===== config.mk =====
export PLATFORM = sky130hd
export DESIGN_NAME = seq_recognizer_param_flat
export DESIGN_NICKNAME = d
export VERILOG_FILES = /design/src/rtl/seq_recognizer_param_if.sv /design/src/rtl/seq_recognizer_param.sv /design/src/flat_wrapper.sv
export SDC_FILE = /design/constraint.sdc
export NUM_CORES = 1
export LEC_CHECK = 0
export ABC_AREA = 1
export CAP_MARGIN = 20
export CELL_PAD_IN_SITES_DETAIL_PLACEMENT = 1
export CELL_PAD_IN_SITES_GLOBAL_PLACEMENT = 1
export CORE_AREA = 4 4 59 56
export CTS_CLUSTER_SIZE = 12
export DETAILED_ROUTE_END_ITERATION = 8
export DIE_AREA = 0 0 63 60
export PLACE_DENSITY = 0.82
export SYNTH_ARGS = -nofsm -noshare
export SYNTH_HDL_FRONTEND = slang
export SYNTH_SLANG_ARGS = --single-unit

===== constraint.sdc =====
create_clock -name clock -period 1.4 [get_ports clock]
set_clock_uncertainty 0.05 [all_clocks]
set_input_delay 0.21 -clock clock [delete_from_list [all_inputs] [get_ports clock]]
set_output_delay 0.21 -clock clock [all_outputs]
set_load 0.05 [all_outputs]

===== src/rtl/seq_recognizer_param_if.sv =====
// Serial pattern recognizer bus: data/strobe/control in, pulse/count out.
// Optional SEQ_MASK_EN adds mask_in for don't-care pattern bits.
interface seq_recognizer_param_if #(
    parameter int N     = 3,
    parameter int CNT_W = 8
);
    logic             in;
    logic             valid;
    logic             overlap;
    logic             pattern_load;
    logic [N-1:0]     pattern_in;
`ifdef SEQ_MASK_EN
    logic [N-1:0]     mask_in;
`endif
    logic             out;
    logic [CNT_W-1:0] match_count;
    logic             count_sat;

`ifdef SEQ_MASK_EN
    modport master (
        output in, valid, overlap, pattern_load,
        output pattern_in, mask_in,
        input  out, match_count, count_sat
    );
    modport slave (
        input  in, valid, overlap, pattern_load,
        input  pattern_in, mask_in,
        output out, match_count, count_sat
    );
`else
    modport master (
        output in, valid, overlap, pattern_load,
        output pattern_in,
        input  out, match_count, count_sat
    );
    modport slave (
        input  in, valid, overlap, pattern_load,
        input  pattern_in,
        output out, match_count, count_sat
    );
`endif
endinterface


===== src/rtl/seq_recognizer_param.sv =====
// Parametrised serial sequence recognizer with loadable pattern.
// Optional SEQ_MASK_EN: masked compare using a loadable mask register.
module seq_recognizer_param #(
    parameter int             N       = 3,
    parameter logic [N-1:0]   PATTERN = 3'b011,
    parameter int             CNT_W   = 8
) (
    input logic                  clock,
    input logic                  reset,
    seq_recognizer_param_if.slave bus
);
    localparam int FW = $clog2(N + 1);
    localparam logic [FW-1:0] FULL = FW'(N);

    logic [N-1:0]     pat;
    logic [N-1:0]     hist;
    logic [FW-1:0]    fill;
    logic             out_r;
    logic [CNT_W-1:0] cnt;

    logic [N-1:0]     hist_next;
    logic [FW-1:0]    fill_next;
    logic             hit;
    logic             match;

`ifdef SEQ_MASK_EN
    logic [N-1:0]     msk;
`endif

    assign hist_next = {hist[N-2:0], bus.in};
    assign fill_next = (fill == FULL) ? FULL : fill + FW'(1);

`ifdef SEQ_MASK_EN
    assign hit = ((hist_next ^ pat) & msk) == '0;
`else
    assign hit = hist_next == pat;
`endif

    // fill guard keeps the zeroed history from matching e.g. pattern 000
    assign match = (fill_next == FULL) && hit;

    always_ff @(posedge clock) begin
        if (reset) begin
            pat   <= PATTERN;
            hist  <= '0;
            fill  <= '0;
            out_r <= 1'b0;
            cnt   <= '0;
`ifdef SEQ_MASK_EN
            msk   <= '1;
`endif
        end else if (bus.pattern_load) begin
            pat   <= bus.pattern_in;
            hist  <= '0;
            fill  <= '0;
            out_r <= 1'b0;
            cnt   <= '0;
`ifdef SEQ_MASK_EN
            msk   <= bus.mask_in;
`endif
        end else if (bus.valid) begin
            hist  <= hist_next;
            out_r <= match;
            if (match) begin
                if (!(&cnt)) begin
                    cnt <= cnt + CNT_W'(1);
                end
                fill <= bus.overlap ? FULL : '0;
            end else begin
                fill <= fill_next;
            end
        end else begin
            out_r <= 1'b0;
        end
    end

    assign bus.out         = out_r;
    assign bus.match_count = cnt;
    assign bus.count_sat   = &cnt;
endmodule


===== src/flat_wrapper.sv =====
// flat-port wrapper written by rule: the top's interface ports become plain ports
module seq_recognizer_param_flat 
#(
    parameter int             N       = 3,
    parameter logic [N-1:0]   PATTERN = 3'b011,
    parameter int             CNT_W   = 8
)
  (clock, reset, bus_in, bus_valid, bus_overlap, bus_pattern_load, bus_pattern_in, bus_out, bus_match_count, bus_count_sat);
  seq_recognizer_param_if #(.N(N), .CNT_W(CNT_W)) bus_i ();
  input logic clock;
  input logic reset;
  input wire logic [$bits(bus_i.in)-1:0] bus_in;
  input wire logic [$bits(bus_i.valid)-1:0] bus_valid;
  input wire logic [$bits(bus_i.overlap)-1:0] bus_overlap;
  input wire logic [$bits(bus_i.pattern_load)-1:0] bus_pattern_load;
  input wire logic [$bits(bus_i.pattern_in)-1:0] bus_pattern_in;
  output wire logic [$bits(bus_i.out)-1:0] bus_out;
  output wire logic [$bits(bus_i.match_count)-1:0] bus_match_count;
  output wire logic [$bits(bus_i.count_sat)-1:0] bus_count_sat;
  assign bus_i.in = bus_in;
  assign bus_i.valid = bus_valid;
  assign bus_i.overlap = bus_overlap;
  assign bus_i.pattern_load = bus_pattern_load;
  assign bus_i.pattern_in = bus_pattern_in;
  assign bus_out = bus_i.out;
  assign bus_match_count = bus_i.match_count;
  assign bus_count_sat = bus_i.count_sat;
  seq_recognizer_param #(.N(N), .PATTERN(PATTERN), .CNT_W(CNT_W)) u_core (.clock(clock), .reset(reset), .bus(bus_i));
endmodule

---- Yosys cells after proc, flatten, opt, wreduce, memory -nomap -nowiden ----
Cells that the tools add are included.
storage, ports and cells
  bits of input ports ..................... 9
  word-level logic and storage cells ...... 20
  output and inout bits ................... 10
  register bits ........................... 16
cells by class
  reductions and logical operators ........ 5
  $add $sub $neg .......................... 2
  multiplexer cells ....................... 3
  bitwise logic cells ..................... 2
  equality and inequality tests ........... 3
operator list
  cell                   count
  $add A8 B1 Y8 const B  1
  $reduce_and A8 Y1      1
  $mux W2                3
  $eq A2 B2 Y1 const B   2
  $eq A3 B3 Y1           1
  $reduce_and A3 Y1      1
  $reduce_or A3 Y1       1
  $add A2 B1 Y2 const B  1
  $not A1 Y1             2
  $reduce_or A2 Y1       1
  $logic_and A1 B1 Y1    1

---- Depth between registers and ports, before layout ----
  depth after elaboration ................. 5
  mapped depth ............................ 10
  gate-level depth less buffers ........... 10

---- Worst setup path after synthesis ----
OpenSTA, ideal clock, no wires.
  kind .................................... reg-to-output
  start point ............................. reg u_core.cnt[1], in the netlist u_core.bus.match_count[1]
  end point ............................... out bus_count_sat
  setup slack ............................. -377 ps
  cell stages (with the launch flop) ...... 6
  data required time ...................... 1,140 ps
  arrival time ............................ 1,517 ps
  path buffers ............................ 0
  path through ............................ dfxtp_1 > ha_1 > inv_1 > nor2_1 > nand2_2 > inv_1
on the way
  word-level cells in the longest chain between the ends .. 1
ends and longest elaborated chain
  item                    RTL line                    source
  from (decl)             seq_recognizer_param.sv:19  logic [CNT_W-1:0] cnt;
  from (signal assigned)  seq_recognizer_param.sv:66  cnt <= cnt + CNT_W'(1);
  $reduce_and A8 Y1       seq_recognizer_param.sv:79  assign bus.count_sat = &cnt;
  to (decl)               flat_wrapper.sv:19          output wire logic [$bits(bus_i.count_sat)-1:0] bus_count_sat;
No other way between the ends.

---- Worst setup path in the final report ----
Same ends and word-level chain as after synthesis.

==> flow_metrics.env <==
export IMPL_finalPower_mw=0.898
export IMPL_cts_sinks=16
export IMPL_ys_warn_count=0
export IMPL_place_port_buffers=18
export IMPL_relSlewSlack_pct=80.9
export IMPL_drv_cap=0
export IMPL_wl_met2_um=1220
export IMPL_worstPathCellList="ha_4, inv_2, nor2_2, nand2_2, clkinvlp_4, buf_12"
export IMPL_via_per_inst=4.77
export IMPL_nNetsFinal=181
export IMPL_dp_slack_ns=-0.234
export IMPL_grt_pass1_vias=998
export IMPL_grt_setup_unrepaired="true"
export IMPL_crit_start="u_core.bus.match_count[1]"
export IMPL_cts_buffers=3
export IMPL_p_leak_nw=0.588
export IMPL_layout_commonest_cell="nand2_1"
export IMPL_whs_path_depth=2
export IMPL_place_hpwl_um=1920
export IMPL_r2r_end="u_core.bus.match_count[3]"
export IMPL_wirelength_um=2300
export IMPL_grtUsageTotal_pct=14.1
export IMPL_ys_types=19
export IMPL_max_freq_mhz=668
export IMPL_wl_met1_um=959
export IMPL_clockBufferDepth=2
export IMPL_power_density_nw_per_um2=637
export IMPL_grt_overflow=0
export IMPL_violations="setup timing"
export IMPL_crit_path_end_kind="output pin"
export IMPL_crit_arrival_ns=1.24
export IMPL_drc=0
export IMPL_clk_pin_slew_ns=0.10
export IMPL_slowest_delay_ns=0.36
export IMPL_cts_root_buf="clkbuf_4"
export IMPL_syn_area_um2=886
export IMPL_fp_dieW_um=63
export IMPL_diodes=0
export IMPL_grt_max_degree=10
export IMPL_top_layer_used="met4"
export IMPL_first_pass_iters=5
export IMPL_layout_setup_ws_ns=-0.0962
export IMPL_die_area_um2=3780
export IMPL_finalCritPeriodShare_pct=107
export IMPL_cp_max_fo=2
export IMPL_io_pins=19
export IMPL_wl_per_cell_um=11.5
export IMPL_antenna_left=0
export IMPL_clock_latency_ns=0.29
export IMPL_outcome="finished, violations left"
export IMPL_endpoint="bus_count_sat"
export IMPL_layout_drive_gt1_share_pct=33.5
export IMPL_crit_slowest_cell="dfxtp_4"
export IMPL_syn_nets=144
export IMPL_cp_start_kind="register"
export IMPL_place_congestion=0.791
export IMPL_final_cell_mix="nand2_1, inv_1, buf_4"
export IMPL_htreeDepth=1
export IMPL_setup_violations=1
export IMPL_syn_inst=134
export IMPL_r2r_start="u_core.bus.match_count[1]"
export IMPL_ir_drop_uv=373
export IMPL_die_height_um=60
export IMPL_rows=18
export IMPL_postSynthAreaPerCell_um2=6.61
export IMPL_grt_pass1_wl_um=4310
export IMPL_synthToLayoutAreaGrowth_pct=59.2
export IMPL_start_util_pct=33.1
export IMPL_nFillCells=347
export IMPL_synth_seq_cells=16
export IMPL_reg2reg_slack_ns=0.01
export IMPL_worstPathRequired_ns=1.14
export IMPL_hp_start="u_core.pat[1]"
export IMPL_dr_wl_met3_um=104
export IMPL_hold_class="reg2reg"
export IMPL_drv_slew=0
export IMPL_holdBufCountCts=0
export IMPL_worstSetupPathType="reg2out"
export IMPL_antenna_found_initial=0
export IMPL_fin_util_pct=52.6
export IMPL_ys_seq_area_share_pct=36.2
export IMPL_drtIter0Drc=39
export IMPL_reg2reg_depth=10
export IMPL_core_area_um2=2680
export IMPL_tritoncts="built"
export IMPL_finalSetupTns_ns=-0.0962
export IMPL_hold_viol=0
export IMPL_tightest_slew_ns=0.285
export IMPL_fin_crit_ns=1.50
export IMPL_vias=954
export IMPL_hold_slack_ns=0.449
==> power breakdown <==
group | total (mW) | internal [mW] | leakage [nW] | switching, mW
clock | 0.317 | 0.158 | 0.0210 | 0.159
sequential | 0.467 | 0.460 | 0.135 | 0.00718
combinational | 0.113 | 0.0527 | 0.432 | 0.0604
==> worst max-delay path: cells and delay by family (launching register included) <==
kind	cells	cell delay [ns]
flip-flops	1	0.36
buffers and inverters	3	0.30
adder cells (fa/ha/maj)	1	0.16
AND/OR/NAND/NOR	2	0.13
==> Yosys cell counts (all sizes together) <==
cell type	number	area, um2
a21oi	14	70.1
clkinv	1	3.75
dfxtp	16	320
ha	1	12.5
inv	20	80.1
nand2	45	195
nand3	13	70.1
nor2	15	77.6
nor3	1	5.00
o21ai	5	25.0
xnor2	2	17.5
xor2	1	8.76
==> cell type report <==
class	instances	area [um2]	share of cell area, %
tap	30	37.5	2.66
timing repair buffer	32	385	27.3
clock buffer	4	36.3	2.57
inverter	21	87.6	6.21
sequential	16	340	24.1
multi-input combinational	97	523	37.1
==> kinds of logic after synthesis <==
family                     after synthesis  synth area share [%]
xor gates and xnor gates                 3                  2.97
buffers and inverters                   21                  9.46
and+or+nand+nor                         74                  39.3
AOI/OAI and AO/OA                       19                  10.7
adders and majority gates                1                  1.41
DFF                                     16                  36.2
==> layer usage <==
metal	track usage (%)	vias up
li1	-	492
met2	29.3	20
met3	2.82	2
met5	0	-
met1	14.9	440
met4	1.89	0
==> per-stage QoR <==
| stage | std cells | cell area, um2 |
|---|---|---|
| CTS | 200 | 1390 |
| global route | 200 | 1410 |
| floorplan | 134 | 905 |
| detailed placement | 194 | 1310 |
| global placement | 194 | 1310 |
| finish | 200 | 1410 |
==> worst min path at each step <==
stage                               end  slack [ns]
final                     u_core.pat[1]        0.45
after global routing      u_core.pat[1]        0.47
after global placement    u_core.pat[0]        0.44
after CTS                 u_core.pat[0]        0.45
after floorplan           u_core.pat[2]        0.23
after detailed placement  u_core.pat[0]        0.45
==> flip-flops by register name, indices dropped and copies added (netlist names) <==
| name | count |
|---|---|
| u_core.pat | 3 |
| u_core.fill | 2 |
| u_core.hist | 2 |
| u_core.bus.match_count | 8 |
| u_core.bus.out | 1 |
==> repair_timing <==
| item | 4_1_cts | 5_1_grt |
|---|---|---|
| endpoints found under the setup margin | 9 | 11 |
| endpoints found under the hold margin | 0 | 0 |
| resized for setup | 8 | 7 |
| setup buffers | 2 | 0 |
| pin swaps | 3 | 0 |
Note: power is estimated with default switching activity, not from simulation.
